===== config.mk =====
export PLATFORM = sky130hd
export DESIGN_NAME = i2c_fifo_pair_flat
export DESIGN_NICKNAME = d
export VERILOG_FILES = /design/src/rtl/i2c_fifo_pair_if.sv /design/src/rtl/i2c_fifo_pair.sv /design/src/flat_wrapper.sv
export SDC_FILE = /design/constraint.sdc
export NUM_CORES = 1
export LEC_CHECK = 0
export ABC_AREA = 1
export BUFFER_PORTS_ARGS = -buffer_cell sky130_fd_sc_hd__buf_2
export CORE_MARGIN = 2
export CORE_UTILIZATION = 60
export DETAILED_ROUTE_END_ITERATION = 10
export PLACE_DENSITY_LB_ADDON = 0.12
export REMOVE_ABC_BUFFERS = 1
export SYNTH_ARGS = -nofsm -noshare
export SYNTH_HDL_FRONTEND = slang
export SYNTH_SLANG_ARGS = --single-unit

===== constraint.sdc =====
create_clock -name clk -period 2.5 [get_ports clk]
set_input_delay 0.375 -clock clk [delete_from_list [all_inputs] [get_ports clk]]
set_output_delay 0.375 -clock clk [all_outputs]
set_load 0.03 [all_outputs]

===== src/rtl/i2c_fifo_pair_if.sv =====
// Bundles the host-side and I2C-master-side FIFO signals of i2c_fifo_pair.
// slave is the FIFO pair itself; master is whoever drives the host and master strobes.
interface i2c_fifo_pair_if #(
  parameter int unsigned DEPTH = 16,
  parameter int unsigned WIDTH = 8
);
  // Host side
  logic                     tx_wr;
  logic [WIDTH-1:0]         tx_din;
  logic                     rx_rd;
  logic [WIDTH-1:0]         rx_dout;
  logic                     tx_clr;
  logic                     rx_clr;
  logic                     flag_clr;
  logic                     tx_full;
  logic                     rx_empty;
  logic [$clog2(DEPTH):0]   tx_level;
  logic [$clog2(DEPTH):0]   rx_level;
  logic                     tx_ovf;
  logic                     rx_ovf;
  logic                     rx_udf;
  // I2C master side
  logic                     mi_txff_rd;
  logic [WIDTH-1:0]         mi_txff_data;
  logic                     mi_txff_empty;
  logic                     mi_rxff_wr;
  logic [WIDTH-1:0]         mi_rxff_data;
  logic                     mi_rxff_full;

  modport slave (
    input  tx_wr, tx_din, rx_rd, tx_clr, rx_clr, flag_clr, mi_txff_rd, mi_rxff_wr, mi_rxff_data,
    output rx_dout, tx_full, rx_empty, tx_level, rx_level, tx_ovf, rx_ovf, rx_udf,
    output mi_txff_data, mi_txff_empty, mi_rxff_full
  );

  modport master (
    output tx_wr, tx_din, rx_rd, tx_clr, rx_clr, flag_clr, mi_txff_rd, mi_rxff_wr, mi_rxff_data,
    input  rx_dout, tx_full, rx_empty, tx_level, rx_level, tx_ovf, rx_ovf, rx_udf,
    input  mi_txff_data, mi_txff_empty, mi_rxff_full
  );
endinterface


===== src/rtl/i2c_fifo_pair.sv =====
// TX (host -> I2C master) and RX (I2C master -> host) first-word-fall-through FIFOs
// with occupancy counts and sticky overflow/underflow flags.
module i2c_fifo_pair #(
  parameter int unsigned DEPTH = 16,
  parameter int unsigned WIDTH = 8
) (
  input logic            clk,
  input logic            rst,
  i2c_fifo_pair_if.slave bus
);
  localparam int unsigned AW = $clog2(DEPTH);
  localparam int unsigned LW = AW + 1;
  localparam logic [LW-1:0] LevelFull = LW'(DEPTH);

  logic [WIDTH-1:0] tx_mem_q [DEPTH];
  logic [AW-1:0]    tx_wr_ptr_q, tx_wr_ptr_d, tx_rd_ptr_q, tx_rd_ptr_d;
  logic [LW-1:0]    tx_level_q, tx_level_d;
  logic             tx_ovf_q, tx_ovf_d;
  logic             tx_full, tx_empty, tx_push, tx_pop;

  logic [WIDTH-1:0] rx_mem_q [DEPTH];
  logic [AW-1:0]    rx_wr_ptr_q, rx_wr_ptr_d, rx_rd_ptr_q, rx_rd_ptr_d;
  logic [LW-1:0]    rx_level_q, rx_level_d;
  logic             rx_ovf_q, rx_ovf_d, rx_udf_q, rx_udf_d;
  logic             rx_full, rx_empty, rx_push, rx_pop;

  // Status comes from the level register, so a push never bypasses to the head in-cycle.
  assign tx_full  = (tx_level_q == LevelFull);
  assign tx_empty = (tx_level_q == '0);
  assign tx_push  = bus.tx_wr & ~tx_full;
  assign tx_pop   = bus.mi_txff_rd & ~tx_empty;

  assign rx_full  = (rx_level_q == LevelFull);
  assign rx_empty = (rx_level_q == '0);
  assign rx_push  = bus.mi_rxff_wr & ~rx_full;
  assign rx_pop   = bus.rx_rd & ~rx_empty;

  always_comb begin
    tx_wr_ptr_d = tx_wr_ptr_q;
    tx_rd_ptr_d = tx_rd_ptr_q;
    tx_level_d  = tx_level_q;
    if (bus.tx_clr) begin
      tx_wr_ptr_d = '0;
      tx_rd_ptr_d = '0;
      tx_level_d  = '0;
    end else begin
      if (tx_push) tx_wr_ptr_d = tx_wr_ptr_q + AW'(1);
      if (tx_pop)  tx_rd_ptr_d = tx_rd_ptr_q + AW'(1);
      if (tx_push && !tx_pop)      tx_level_d = tx_level_q + LW'(1);
      else if (!tx_push && tx_pop) tx_level_d = tx_level_q - LW'(1);
    end
    // A new error event beats flag_clr in the same cycle.
    tx_ovf_d = (tx_ovf_q & ~bus.flag_clr) | (bus.tx_wr & tx_full);
  end

  always_comb begin
    rx_wr_ptr_d = rx_wr_ptr_q;
    rx_rd_ptr_d = rx_rd_ptr_q;
    rx_level_d  = rx_level_q;
    if (bus.rx_clr) begin
      rx_wr_ptr_d = '0;
      rx_rd_ptr_d = '0;
      rx_level_d  = '0;
    end else begin
      if (rx_push) rx_wr_ptr_d = rx_wr_ptr_q + AW'(1);
      if (rx_pop)  rx_rd_ptr_d = rx_rd_ptr_q + AW'(1);
      if (rx_push && !rx_pop)      rx_level_d = rx_level_q + LW'(1);
      else if (!rx_push && rx_pop) rx_level_d = rx_level_q - LW'(1);
    end
    rx_ovf_d = (rx_ovf_q & ~bus.flag_clr) | (bus.mi_rxff_wr & rx_full);
    rx_udf_d = (rx_udf_q & ~bus.flag_clr) | (bus.rx_rd & rx_empty);
  end

  always_ff @(posedge clk) begin
    if (rst) begin
      tx_wr_ptr_q <= '0;
      tx_rd_ptr_q <= '0;
      tx_level_q  <= '0;
      tx_ovf_q    <= 1'b0;
      rx_wr_ptr_q <= '0;
      rx_rd_ptr_q <= '0;
      rx_level_q  <= '0;
      rx_ovf_q    <= 1'b0;
      rx_udf_q    <= 1'b0;
    end else begin
      tx_wr_ptr_q <= tx_wr_ptr_d;
      tx_rd_ptr_q <= tx_rd_ptr_d;
      tx_level_q  <= tx_level_d;
      tx_ovf_q    <= tx_ovf_d;
      rx_wr_ptr_q <= rx_wr_ptr_d;
      rx_rd_ptr_q <= rx_rd_ptr_d;
      rx_level_q  <= rx_level_d;
      rx_ovf_q    <= rx_ovf_d;
      rx_udf_q    <= rx_udf_d;
    end
  end

  // Storage is never reset or flushed; only the pointers are.
  always_ff @(posedge clk) begin
    if (!rst && !bus.tx_clr && tx_push) tx_mem_q[tx_wr_ptr_q] <= bus.tx_din;
    if (!rst && !bus.rx_clr && rx_push) rx_mem_q[rx_wr_ptr_q] <= bus.mi_rxff_data;
  end

  assign bus.mi_txff_data  = tx_mem_q[tx_rd_ptr_q];
  assign bus.mi_txff_empty = tx_empty;
  assign bus.tx_full       = tx_full;
  assign bus.tx_level      = tx_level_q;
  assign bus.tx_ovf        = tx_ovf_q;

  assign bus.rx_dout       = rx_mem_q[rx_rd_ptr_q];
  assign bus.rx_empty      = rx_empty;
  assign bus.mi_rxff_full  = rx_full;
  assign bus.rx_level      = rx_level_q;
  assign bus.rx_ovf        = rx_ovf_q;
  assign bus.rx_udf        = rx_udf_q;
endmodule


===== src/flat_wrapper.sv =====
// flat-port wrapper written by rule: the top's interface ports become plain ports
module i2c_fifo_pair_flat 
#(
  parameter int unsigned DEPTH = 16,
  parameter int unsigned WIDTH = 8
)
  (clk, rst, bus_tx_wr, bus_tx_din, bus_rx_rd, bus_tx_clr, bus_rx_clr, bus_flag_clr, bus_mi_txff_rd, bus_mi_rxff_wr, bus_mi_rxff_data, bus_rx_dout, bus_tx_full, bus_rx_empty, bus_tx_level, bus_rx_level, bus_tx_ovf, bus_rx_ovf, bus_rx_udf, bus_mi_txff_data, bus_mi_txff_empty, bus_mi_rxff_full);
  i2c_fifo_pair_if #(.DEPTH(DEPTH), .WIDTH(WIDTH)) bus_i ();
  input logic clk;
  input logic rst;
  input wire logic [$bits(bus_i.tx_wr)-1:0] bus_tx_wr;
  input wire logic [$bits(bus_i.tx_din)-1:0] bus_tx_din;
  input wire logic [$bits(bus_i.rx_rd)-1:0] bus_rx_rd;
  input wire logic [$bits(bus_i.tx_clr)-1:0] bus_tx_clr;
  input wire logic [$bits(bus_i.rx_clr)-1:0] bus_rx_clr;
  input wire logic [$bits(bus_i.flag_clr)-1:0] bus_flag_clr;
  input wire logic [$bits(bus_i.mi_txff_rd)-1:0] bus_mi_txff_rd;
  input wire logic [$bits(bus_i.mi_rxff_wr)-1:0] bus_mi_rxff_wr;
  input wire logic [$bits(bus_i.mi_rxff_data)-1:0] bus_mi_rxff_data;
  output wire logic [$bits(bus_i.rx_dout)-1:0] bus_rx_dout;
  output wire logic [$bits(bus_i.tx_full)-1:0] bus_tx_full;
  output wire logic [$bits(bus_i.rx_empty)-1:0] bus_rx_empty;
  output wire logic [$bits(bus_i.tx_level)-1:0] bus_tx_level;
  output wire logic [$bits(bus_i.rx_level)-1:0] bus_rx_level;
  output wire logic [$bits(bus_i.tx_ovf)-1:0] bus_tx_ovf;
  output wire logic [$bits(bus_i.rx_ovf)-1:0] bus_rx_ovf;
  output wire logic [$bits(bus_i.rx_udf)-1:0] bus_rx_udf;
  output wire logic [$bits(bus_i.mi_txff_data)-1:0] bus_mi_txff_data;
  output wire logic [$bits(bus_i.mi_txff_empty)-1:0] bus_mi_txff_empty;
  output wire logic [$bits(bus_i.mi_rxff_full)-1:0] bus_mi_rxff_full;
  assign bus_i.tx_wr = bus_tx_wr;
  assign bus_i.tx_din = bus_tx_din;
  assign bus_i.rx_rd = bus_rx_rd;
  assign bus_i.tx_clr = bus_tx_clr;
  assign bus_i.rx_clr = bus_rx_clr;
  assign bus_i.flag_clr = bus_flag_clr;
  assign bus_i.mi_txff_rd = bus_mi_txff_rd;
  assign bus_i.mi_rxff_wr = bus_mi_rxff_wr;
  assign bus_i.mi_rxff_data = bus_mi_rxff_data;
  assign bus_rx_dout = bus_i.rx_dout;
  assign bus_tx_full = bus_i.tx_full;
  assign bus_rx_empty = bus_i.rx_empty;
  assign bus_tx_level = bus_i.tx_level;
  assign bus_rx_level = bus_i.rx_level;
  assign bus_tx_ovf = bus_i.tx_ovf;
  assign bus_rx_ovf = bus_i.rx_ovf;
  assign bus_rx_udf = bus_i.rx_udf;
  assign bus_mi_txff_data = bus_i.mi_txff_data;
  assign bus_mi_txff_empty = bus_i.mi_txff_empty;
  assign bus_mi_rxff_full = bus_i.mi_rxff_full;
  i2c_fifo_pair #(.DEPTH(DEPTH), .WIDTH(WIDTH)) u_core (.clk(clk), .rst(rst), .bus(bus_i));
endmodule

==> out/qor.csv <==
metric;value;unit
Die Width;152;µm
Slew Limit Fails;0;
Die ar.;23100;µm²
DR vias;9001;
max_slew headroom;0.559;
Crit. End Element;output pin;
Die Height;152;µm
Yosys warning count;0;
Seq pwr share;0.495;
Setup CP Type;flip-flop to output pin;
final non-filler cell area;14700;µm²
sw frac;0.259;
status;completed;
Yosys cell types;25;
wire per inst;15.3;µm
Logic pwr share;0.141;
Site Rows;54;
TritonCTS buffer count;29;
most common cell after layout, fill and taps aside;nand2_1;
internal power;8.17;mW
initial antenna violation count;0;
post-layout min period;2.35;ns
global-route wire length before repair;43.2;mm
Leak;6.45;nW
Clk pwr share;0.364;
GRT overflow;0;
NetSw;2.86;mW
post-DP HPWL;16.9;mm
commonest non-fill, non-tap cells in the layout;nand2_1, edfxtp_1, inv_1;
CTS tree;done;
core area;21600;µm²
share of cells above drive strength 1;0.125;
TNS Setup;0;ns
worst setup path end;bus_rx_dout[7];
Routed WL;26.2;mm
DP Area;13800;µm²
worst path cell trace;inv_6 > buf_12 > nand2_1 > nand2_1 > nand2_1 > nand3_1 > nand3_1 > nand2_1 > buf_2;
clock skew;0.0159;ns
class of the worst hold path;input port to flip-flop;
CP Launch Type;flip-flop;
synthesized cell area;13100;µm²
DRT iter0 DRCs;598;
RSZ-0062 raised after global routing;no;
htree depth;1;
CP peak stage delay;0.35;ns
slew of the pin with the lowest slew margin;0.661;ns
CTS sink count;293;
Worst-path clk slew;0.06;ns
R2R cell count;12;
crit path DAT;1.97;ns
Antenna Nets Post-Route;0;
maxcap violations;0;
Max rail drop VDD;0.575;mV
Final Hold Fails;0;
Clock Root Buffer;clkbuf_16;
via/cell ratio;5.24;
# DRC;0;
router iterations before antenna repair;5;
worst skew pair latency;0.54;ns
Top Ports;58;
largest net degree at the start of global routing;65;
Post-Syn Instances;1334;
cell with the most instances on the worst path;nand2_1;
CP Data Required Time;2.12;ns
Fillers;1622;
crit path max fanout;34;
max frequency;0.426;GHz
flop2flop setup slack;0.16;ns
FF-to-FF Start;u_core.bus.rx_level[0];
# port buffers;57;
Layout Nets;1462;
Pwr Density;750;nW/µm²
Yosys reg bits;293;
Syn-to-layout area delta;11.9;%
syn_area_per_cell;9.84;µm²
Power Total;11.0;mW
Initial Util;0.607;
final setup violation count;0;
ANT cells;0;
Post-CTS Setup Inserts;0;
Clock Path Buffers;3;
Total GRT Usage;0.229;
vias in the first global route;8821;
Slowest-stage cell, CP;dfxtp_2;
Placer Congestion;0.828;
sequential area share after synthesis;0.642;
crit share post-route;0.939;
FF-to-FF End;u_core.bus.rx_level[4];
-- cell families after synthesis --
family | Yosys count | synth area share
AOI/OAI and AO/OA | 28 | 0.0107
xor gates and xnor gates | 7 | 0.00467
adders and majority gates | 20 | 0.0202
buffers and inverters | 288 | 0.0954
DFF | 293 | 0.642
and+or+nand+nor | 698 | 0.227
-- worst max-delay path: cells and delay by family (launching register included) --
| family | cells | cell delay (ns) |
|---|---|---|
| flops | 1 | 0.35 |
| buf+inv | 3 | 0.63 |
| simple gates | 6 | 0.46 |
-- how the worst min path moves through the flow --
stage	to	cells after the start	slack [ns]	start
floorplan	u_core.bus.rx_ovf	1	0.44	rst
global placement	u_core.bus.tx_ovf	2	0.45	u_core.bus.tx_ovf
detailed placement	u_core.bus.tx_ovf	2	0.45	u_core.bus.tx_ovf
CTS	u_core.bus.tx_ovf	2	0.08	rst
global route	u_core.bus.rx_udf	2	0.1	rst
finish	u_core.bus.tx_ovf	2	0.10	rst
-- stage by stage --
stage / utilization / hold WS (ns) / cells / setup WS, ns
3_3_place_gp: 0.637 / 0.453 / 1666 / 0.257
4_1_cts: 0.678 / 0.0820 / 1719 / 0.00562
3_5_place_dp: 0.637 / 0.455 / 1666 / 0.144
2_1_floorplan: - / 0.444 / 1285 / -0.514
5_1_grt: 0.680 / 0.0972 / 1719 / 0.00251
6_report: 0.680 / 0.101 / 1719 / 0.153
-- timing repair --
item,4_1_cts,5_1_grt
hold buffers,0,0
resized for setup,2,12
pin swaps,0,0
setup endpoints to repair,8,19
cloned,0,0
-- synth_stat cells --
| cell | n | area share |
|---|---|---|
| nand4_1 | 1 | 0.00048 |
| nor2_4 | 2 | 0.0017 |
| ha_1 | 18 | 0.017 |
| buf_6 | 14 | 0.012 |
| fa_1 | 2 | 0.0031 |
| buf_4 | 6 | 0.0034 |
| nand3_2 | 4 | 0.0031 |
| or2_2 | 3 | 0.0014 |
| buf_2 | 27 | 0.010 |
| nand2_4 | 1 | 0.00086 |
| clkbuf_1 | 1 | 0.00029 |
| edfxtp_1 | 256 | 0.59 |
| nand2_1 | 388 | 0.11 |
| nand2_2 | 11 | 0.0052 |
| dfxtp_1 | 37 | 0.056 |
| nor2_2 | 2 | 0.00095 |
| inv_1 | 229 | 0.065 |
| o21ai_0 | 12 | 0.0046 |
| a21oi_1 | 16 | 0.0061 |
| nor2_1 | 72 | 0.021 |
| xor2_1 | 7 | 0.0047 |
| nand3_1 | 210 | 0.080 |
| nor3_1 | 4 | 0.0015 |
| inv_2 | 10 | 0.0029 |
| clkbuf_8 | 1 | 0.0010 |
-- registers in the layout (all words and copies together) (netlist names), 4 cells and up, named ones only --
signal and flops:
u_core.rx_mem_q 128, u_core.tx_mem_q 128, u_core.bus.rx_level 5, u_core.bus.tx_level 5
u_core.rx_rd_ptr_q 4, u_core.rx_wr_ptr_q 4, u_core.tx_rd_ptr_q 4, u_core.tx_wr_ptr_q 4
-- layout make-up --
| class | instances | area (µm²) | area share |
|---|---|---|---|
| clock buffers | 44 | 842 | 0.0573 |
| clock inverters | 9 | 43.8 | 0.00298 |
| inverters | 239 | 907 | 0.0617 |
| multi-input cells | 753 | 3450 | 0.235 |
| flip-flops and latches | 293 | 8430 | 0.574 |
| well taps | 280 | 350 | 0.0238 |
| repair buffers | 101 | 669 | 0.0456 |
-- metal layers --
metal,vias up,GRT usage,share of wire
met5,-,0,0
met3,47,0.0305,0.068
li1,4438,-,-
met2,292,0.367,0.46
met1,4224,0.335,0.45
met4,0,0.0623,0.020
-- power groups by stage --
stage / Sequential [mW] / Clock (mW) / Combinational [mW]
detailed placement: 5.55 / 0 / 1.55
finish: 5.45 / 4.01 / 1.56
global placement: 5.54 / 0 / 1.51
CTS: 5.45 / 4.07 / 1.55
global route: 5.46 / 4.25 / 1.75
floorplan: 5.67 / 0 / 0.943
No activity file was read; power rests on OpenSTA's default activity.
